<file path="config.mk">
export PLATFORM = sky130hd
export DESIGN_NAME = sifh_hist_reader_flat
export DESIGN_NICKNAME = d
export VERILOG_FILES = /design/src/rtl/sifh_hist_reader_if.sv /design/src/rtl/sifh_hist_reader.sv /design/src/flat_wrapper.sv
export SDC_FILE = /design/constraint.sdc
export NUM_CORES = 1
export LEC_CHECK = 0
export CAP_MARGIN = 20
export CORE_ASPECT_RATIO = 1.2
export CORE_MARGIN = 2
export CORE_UTILIZATION = 47
export DETAILED_ROUTE_END_ITERATION = 8
export PLACE_DENSITY = 0.79
export SLEW_MARGIN = 20
export SYNTH_ARGS = -nofsm -noshare
export SYNTH_HDL_FRONTEND = slang
export SYNTH_SLANG_ARGS = --single-unit
</file>
<file path="constraint.sdc">
create_clock -name clk -period 2.1 [get_ports clk]
set_input_delay 0.42 -clock clk [delete_from_list [all_inputs] [get_ports clk]]
set_output_delay 0.42 -clock clk [all_outputs]
set_load 0.02 [all_outputs]
</file>
<file path="src/rtl/sifh_hist_reader_if.sv">
// Bus bundle for the histogram reader: RAM port b (read), RAM port a (clear)
// and the per-pixel peak result stream.
interface sifh_hist_reader_if #(
    parameter int NB       = 10,
    parameter int PEAK_MAX = 8,
    parameter int PIX_W    = 4,
    parameter int BIN_W    = 6
);
    logic [NB-1:0]       raddr;
    logic                rEnable;
    logic                readFlag;
    logic [PEAK_MAX-1:0] counts;
    logic [NB-1:0]       waddr;
    logic                wEnable;
    logic                writeFlag;
    logic [PEAK_MAX-1:0] newCounts;
    logic                peak_valid;
    logic                peak_ready;
    logic [PIX_W-1:0]    peak_pixel;
    logic [BIN_W-1:0]    peak_bin;
    logic [PEAK_MAX-1:0] peak_count;
    logic                peak_hit;

    modport master (
        output raddr, rEnable, readFlag, waddr, wEnable, writeFlag, newCounts,
        output peak_valid, peak_pixel, peak_bin, peak_count, peak_hit,
        input  counts, peak_ready
    );

    modport slave (
        input  raddr, rEnable, readFlag, waddr, wEnable, writeFlag, newCounts,
        input  peak_valid, peak_pixel, peak_bin, peak_count, peak_hit,
        output counts, peak_ready
    );
endinterface

</file>
<file path="src/rtl/sifh_hist_reader.sv">
// Sweeps every bin of every pixel histogram, reports the per-pixel peak bin
// and optionally zeroes each bin behind the read.
module sifh_hist_reader #(
    parameter int NB                = 10,
    parameter int PEAK_MAX          = 8,
    parameter int BIN_NUM_PER_HIS   = 64,
    parameter int PIXEL_NUM_PER_RAM = 16,
    parameter int PIX_W             = 4,
    parameter int BIN_W             = 6
) (
    input  logic                clk,
    input  logic                res,
    input  logic                start,
    input  logic                clear_en,
    input  logic [PEAK_MAX-1:0] threshold,
    output logic                busy,
    output logic                done,
    sifh_hist_reader_if.master  bus
);

    typedef enum logic [2:0] {
        S_IDLE,
        S_SCAN,
        S_DRAIN,
        S_EMIT,
        S_DONE
    } state_t;

    localparam logic [BIN_W-1:0] LAST_BIN = BIN_W'(BIN_NUM_PER_HIS - 1);
    localparam logic [PIX_W-1:0] LAST_PIX = PIX_W'(PIXEL_NUM_PER_RAM - 1);

    state_t              state_q, state_d;
    logic [PIX_W-1:0]    pix_q, pix_d;
    logic [BIN_W-1:0]    bin_q, bin_d;
    logic                clr_q, clr_d;
    logic [PEAK_MAX-1:0] thr_q, thr_d;
    logic                vld_q, vld_d;
    logic [BIN_W-1:0]    dbin_q, dbin_d;
    logic [PEAK_MAX-1:0] max_q, max_d;
    logic [BIN_W-1:0]    mbin_q, mbin_d;

    function automatic logic [NB-1:0] bin_addr(input logic [PIX_W-1:0] p,
                                               input logic [BIN_W-1:0] b);
        return NB'(p) * NB'(BIN_NUM_PER_HIS) + NB'(b);
    endfunction

    always_ff @(posedge clk) begin
        if (!res) begin
            state_q <= S_IDLE;
            pix_q   <= '0;
            bin_q   <= '0;
            clr_q   <= 1'b0;
            thr_q   <= '0;
            vld_q   <= 1'b0;
            dbin_q  <= '0;
            max_q   <= '0;
            mbin_q  <= '0;
        end else begin
            state_q <= state_d;
            pix_q   <= pix_d;
            bin_q   <= bin_d;
            clr_q   <= clr_d;
            thr_q   <= thr_d;
            vld_q   <= vld_d;
            dbin_q  <= dbin_d;
            max_q   <= max_d;
            mbin_q  <= mbin_d;
        end
    end

    always_comb begin
        state_d        = state_q;
        pix_d          = pix_q;
        bin_d          = bin_q;
        clr_d          = clr_q;
        thr_d          = thr_q;
        vld_d          = 1'b0;
        dbin_d         = dbin_q;
        max_d          = max_q;
        mbin_d         = mbin_q;
        busy           = 1'b0;
        done           = 1'b0;
        bus.raddr      = '0;
        bus.rEnable    = 1'b0;
        bus.readFlag   = 1'b0;
        bus.waddr      = '0;
        bus.wEnable    = 1'b0;
        bus.writeFlag  = 1'b0;
        bus.newCounts  = '0;
        bus.peak_valid = 1'b0;
        bus.peak_pixel = '0;
        bus.peak_bin   = '0;
        bus.peak_count = '0;
        bus.peak_hit   = 1'b0;

        case (state_q)
            S_IDLE: begin
                if (start) begin
                    clr_d   = clear_en;
                    thr_d   = threshold;
                    pix_d   = '0;
                    bin_d   = '0;
                    state_d = S_SCAN;
                end
            end
            S_SCAN: begin
                busy         = 1'b1;
                bus.rEnable  = 1'b1;
                bus.readFlag = 1'b1;
                bus.raddr    = bin_addr(pix_q, bin_q);
                vld_d        = 1'b1;
                dbin_d       = bin_q;
                bin_d        = bin_q + BIN_W'(1);
                if (bin_q == LAST_BIN) begin
                    bin_d   = '0;
                    state_d = S_DRAIN;
                end
            end
            S_DRAIN: begin
                busy    = 1'b1;
                state_d = S_EMIT;
            end
            S_EMIT: begin
                busy           = 1'b1;
                bus.peak_valid = 1'b1;
                bus.peak_pixel = pix_q;
                bus.peak_bin   = mbin_q;
                bus.peak_count = max_q;
                bus.peak_hit   = (max_q >= thr_q);
                if (bus.peak_ready) begin
                    if (pix_q == LAST_PIX) begin
                        state_d = S_DONE;
                    end else begin
                        pix_d   = pix_q + PIX_W'(1);
                        bin_d   = '0;
                        state_d = S_SCAN;
                    end
                end
            end
            S_DONE: begin
                done    = 1'b1;
                state_d = S_IDLE;
            end
            default: state_d = S_IDLE;
        endcase

        // Read data lands one cycle after its address; strict '>' keeps the lowest bin on ties.
        if (vld_q) begin
            if (dbin_q == '0 || bus.counts > max_q) begin
                max_d  = bus.counts;
                mbin_d = dbin_q;
            end
            if (clr_q) begin
                bus.wEnable   = 1'b1;
                bus.writeFlag = 1'b1;
                bus.waddr     = bin_addr(pix_q, dbin_q);
            end
        end
    end

endmodule

</file>
<file path="src/flat_wrapper.sv">
// flat-port wrapper written by rule: the top's interface ports become plain ports
module sifh_hist_reader_flat 
#(
    parameter int NB                = 10,
    parameter int PEAK_MAX          = 8,
    parameter int BIN_NUM_PER_HIS   = 64,
    parameter int PIXEL_NUM_PER_RAM = 16,
    parameter int PIX_W             = 4,
    parameter int BIN_W             = 6
)
  (clk, res, start, clear_en, threshold, busy, done, bus_raddr, bus_rEnable, bus_readFlag, bus_waddr, bus_wEnable, bus_writeFlag, bus_newCounts, bus_peak_valid, bus_peak_pixel, bus_peak_bin, bus_peak_count, bus_peak_hit, bus_counts, bus_peak_ready);
  sifh_hist_reader_if #(.NB(NB), .PEAK_MAX(PEAK_MAX), .PIX_W(PIX_W), .BIN_W(BIN_W)) bus_i ();
  input  logic clk;
  input  logic res;
  input  logic start;
  input  logic clear_en;
  input  logic [PEAK_MAX-1:0] threshold;
  output logic busy;
  output logic done;
  output wire logic [$bits(bus_i.raddr)-1:0] bus_raddr;
  output wire logic [$bits(bus_i.rEnable)-1:0] bus_rEnable;
  output wire logic [$bits(bus_i.readFlag)-1:0] bus_readFlag;
  output wire logic [$bits(bus_i.waddr)-1:0] bus_waddr;
  output wire logic [$bits(bus_i.wEnable)-1:0] bus_wEnable;
  output wire logic [$bits(bus_i.writeFlag)-1:0] bus_writeFlag;
  output wire logic [$bits(bus_i.newCounts)-1:0] bus_newCounts;
  output wire logic [$bits(bus_i.peak_valid)-1:0] bus_peak_valid;
  output wire logic [$bits(bus_i.peak_pixel)-1:0] bus_peak_pixel;
  output wire logic [$bits(bus_i.peak_bin)-1:0] bus_peak_bin;
  output wire logic [$bits(bus_i.peak_count)-1:0] bus_peak_count;
  output wire logic [$bits(bus_i.peak_hit)-1:0] bus_peak_hit;
  input wire logic [$bits(bus_i.counts)-1:0] bus_counts;
  input wire logic [$bits(bus_i.peak_ready)-1:0] bus_peak_ready;
  assign bus_raddr = bus_i.raddr;
  assign bus_rEnable = bus_i.rEnable;
  assign bus_readFlag = bus_i.readFlag;
  assign bus_waddr = bus_i.waddr;
  assign bus_wEnable = bus_i.wEnable;
  assign bus_writeFlag = bus_i.writeFlag;
  assign bus_newCounts = bus_i.newCounts;
  assign bus_peak_valid = bus_i.peak_valid;
  assign bus_peak_pixel = bus_i.peak_pixel;
  assign bus_peak_bin = bus_i.peak_bin;
  assign bus_peak_count = bus_i.peak_count;
  assign bus_peak_hit = bus_i.peak_hit;
  assign bus_i.counts = bus_counts;
  assign bus_i.peak_ready = bus_peak_ready;
  sifh_hist_reader #(.NB(NB), .PEAK_MAX(PEAK_MAX), .BIN_NUM_PER_HIS(BIN_NUM_PER_HIS), .PIXEL_NUM_PER_RAM(PIXEL_NUM_PER_RAM), .PIX_W(PIX_W), .BIN_W(BIN_W)) u_core (.clk(clk), .res(res), .start(start), .clear_en(clear_en), .threshold(threshold), .busy(busy), .done(done), .bus(bus_i));
endmodule
</file>
==> impl_metrics.json <==
{
  "via_per_inst": 5.07,
  "hp-start": "u_core.mbin_q[2]",
  "synthFlopType": "dfxtp_1",
  "cts.hold.buffers_added": 0,
  "max_stage_delay_ps": 350,
  "dp_hpwl_um": 4680,
  "p_int_w": 0.00135,
  "clockPowerShare_pct": 36.6,
  "die_y_um": 85.0,
  "cts_buffers": 5,
  "syn_area_um2": 2570,
  "status": "finished, violations left",
  "synth_common_cells": "nand2_1 (64), dfxtp_1 (43), a21oi_1 (26), inv_1 (26), and2_1 (25)",
  "cts_tree": "done",
  "r2r-start": "u_core.max_q[6]",
  "worstPathRequired_ps": 1680,
  "grt_pass1_wl_um": 10500,
  "yosysSeqAreaShare_pct": 33.5,
  "place_area_um2": 3440,
  "post-route-util_pct": 65.7,
  "r2r-end": "u_core.max_q[2]",
  "ff2ff_path_depth": 8,
  "h-tree-depth": 2,
  "grt_setup_unrepaired": "true",
  "die_w_um": 71.5,
  "grt_max_degree": 30,
  "vias": 2400,
  "grt_pass1_vias": 2305,
  "powerDensity_nw_per_um2": 530,
  "track_usage_pct": 21.5,
  "seq_power_share_pct": 46.7,
  "synthDominantCellAreaShare_pct": 33.5,
  "async_flop_share_pct": 0,
  "yosysMostFrequentCell": "nand2_1",
  "synthTopCellsByArea": "dfxtp_1 (34%), nand2_1 (9.4%), ha_1 (8.8%), and2_1 (6.1%), mux2i_1 (5.5%)",
  "drc_errors": 0,
  "critPathSlowestCell": "dfxtp_2",
  "synth_warnings": 0,
  "crit_start": "u_core.max_q[0]",
  "initialDrtViolationCount": 104,
  "violations": "setup timing",
  "gr-total-overflow": 0,
  "p_comb_share_pct": 16.7,
  "drive_above_1_share_pct": 22.6,
  "nets": 449,
  "whs_endpoint": "u_core.mbin_q[2]",
  "whs_path_depth": 2,
  "insertion_delay_ps": 310,
  "hold_viol_final": 0,
  "slew_violations": 0,
  "end_kind": "output pin",
  "max_cap_viol_count": 0,
  "diodes": 0,
  "peakVddDrop_uv": 600,
  "post_synth_num_cell_types": 50,
  "ant_nets": 0,
  "antenna_found_initial": 0,
  "synthCells": 325,
  "period_needed_ps": 2140,
  "wl_per_cell_um": 13.2,
  "drt_wl_total_um": 6240,
  "clkTransAtPathRegs_ps": 80,
  "dp_slack_ps": -331,
  "hp-class": "reg2reg",
  "core_um2": 5300,
  "power_w": 0.00184,
  "setup_ws_ps": -38.8,
  "p_leak_nw": 1.61,
  "dr.pass1.iters": 4,
  "place_congestion": 0.824,
  "startpoint_type": "register",
  "cts-root-buf": "clkbuf_8",
  "crit_type": "reg2out",
  "timing.fmax_ghz": 0.468,
  "synth_top_area_cell": "dfxtp_1",
  "crit_chain": "inv_2 > ha_4 > nand2b_4 > a21o_1 > a211oi_2 > o21ai_1 > o211a_1 > buf_6",
  "start_util_pct": 48.5,
  "switching_share_pct": 26.5,
  "fin_area_um2": 3480,
  "critPathArrivalTime_ps": 1720,
  "portBuffers": 66,
  "synth_seq_cells": 43,
  "syn_area_per_cell_um2": 7.90,
  "setup_violations": 1,
  "syn_to_final_growth_pct": 35.4,
  "cts.sinks": 43,
  "pin_count": 75,
  "finClkSkew_ps": 3.19,
  "regToRegSetupSlack_ps": 230,
  "num_rows": 29,
  "switchingPower_w": 0.000489,
  "path_max_fanout": 2,
  "dieArea_um2": 6080,
  "cts_buffer_depth": 2,
  "synth_edf_count": 0,
  "period_share_pct": 102
}
-- critical path: cells and delay by family (launching register included) --
family	cells	cell delay, ps
AND/OR/NAND/NOR	1	130
adder cells (fa/ha/maj)	1	200
buffers and inverters	2	180
flip-flops	1	350
AO/OA/AOI/OAI	4	560
-- final cells by class --
| type | count | area [um2] |
|---|---|---|
| Fill cell | 455 | 1820 |
| Sequential cell | 43 | 867 |
| Tap cell | 62 | 77.6 |
| Clock inverter | 3 | 47.5 |
| Multi-Input combinational cell | 234 | 1500 |
| Inverter | 27 | 101 |
| Clock buffer | 5 | 68.8 |
| Timing Repair Buffer | 99 | 821 |
-- logic make-up after synthesis --
kind of cell / share of synthesized area (%)
and+or+nand+nor: 27.4
xor gates and xnor gates: 0.341
AOI/OAI and AO/OA: 13.7
other: 0.146
buffers and inverters: 10.7
adders and majority gates: 8.77
muxes: 5.46
DFF: 33.5
-- power groups by stage --
stage	logic, W	registers (W)	clock network, W
finish	0.000308	0.000859	0.000675
detailed placement	0.000293	0.000876	0
floorplan	0.000188	0.000869	0
global placement	0.000286	0.000876	0
CTS	0.000302	0.000858	0.000683
global route	0.000343	0.000863	0.000707
-- metal layers --
metal  vias to the layer above  part of all wire [%]  track usage, %
met4                         0                   2.4            9.43
met2                        58                    48            35.6
li1                       1237                     -               -
met5                         -                     0               0
met3                        12                   4.6            2.85
met1                      1093                    44            27.9
-- timing repair --
item | 4_1_cts | 5_1_grt
buffers inserted | 1 | 0
setup endpoints to repair | 40 | 37
pin swaps | 1 | 5
cloned | 0 | 0
resized for setup | 82 | 39
-- registers in the layout, summed over array words and instances (netlist names) --
register and flops:
u_core.pix_q 4, u_core.mbin_q 6, u_core.vld_q 1, u_core.thr_q 8, u_core.max_q 8, u_core.bin_q 6, u_core.clr_q 1, u_core.dbin_q 6
u_core.state_q 3
-- worst max path at each step --
| stage | cells past startpoint | to | slack, ps |
|---|---|---|---|
| after CTS | 8 | bus_peak_hit | -210 |
| final | 8 | bus_peak_hit | -40 |
| after detailed placement | 6 | u_core.mbin_q[3] | -330 |
| after global routing | 8 | bus_peak_hit | -120 |
| after global placement | 8 | bus_peak_hit | -270 |
| after floorplan | 6 | bus_raddr[6] | 190 |
-- cells in the final DEF, fill, tap and decap left out, types with 3 or more instances in the layout --
master           synthesis  layout
a21oi_1                 26      26
and2_1                  25      25
and3_1                  11      11
buf_12                   1       4
buf_2                    3      13
buf_4                   10      29
clkbuf_2                 0      15
clkbuf_8                 0       5
clkdlybuf4s50_1          0      32
conb_1                   1       8
dfxtp_1                 43      38
dfxtp_2                  0       5
dlygate4sd2_1            0       3
ha_1                    18      17
inv_1                   26      24
inv_2                    1       3
mux2i_1                 14      14
nand2_1                 64      64
nand2b_1                 4       3
nand3_1                  5       5
nand4_1                  3       3
nor2_1                   9       9
nor3_1                   3       3
o21ai_0                  6       5
or3_1                    4       3
-- stage by stage --
step,setup TNS [ps],instances,hold WS (ps)
detailed placement,-4790,464,451
global placement,-3970,464,440
CTS,-206,473,463
floorplan,0,332,430
finish,-38.8,473,462
global route,-118,473,480
Note: power is estimated with default switching activity, not from simulation.
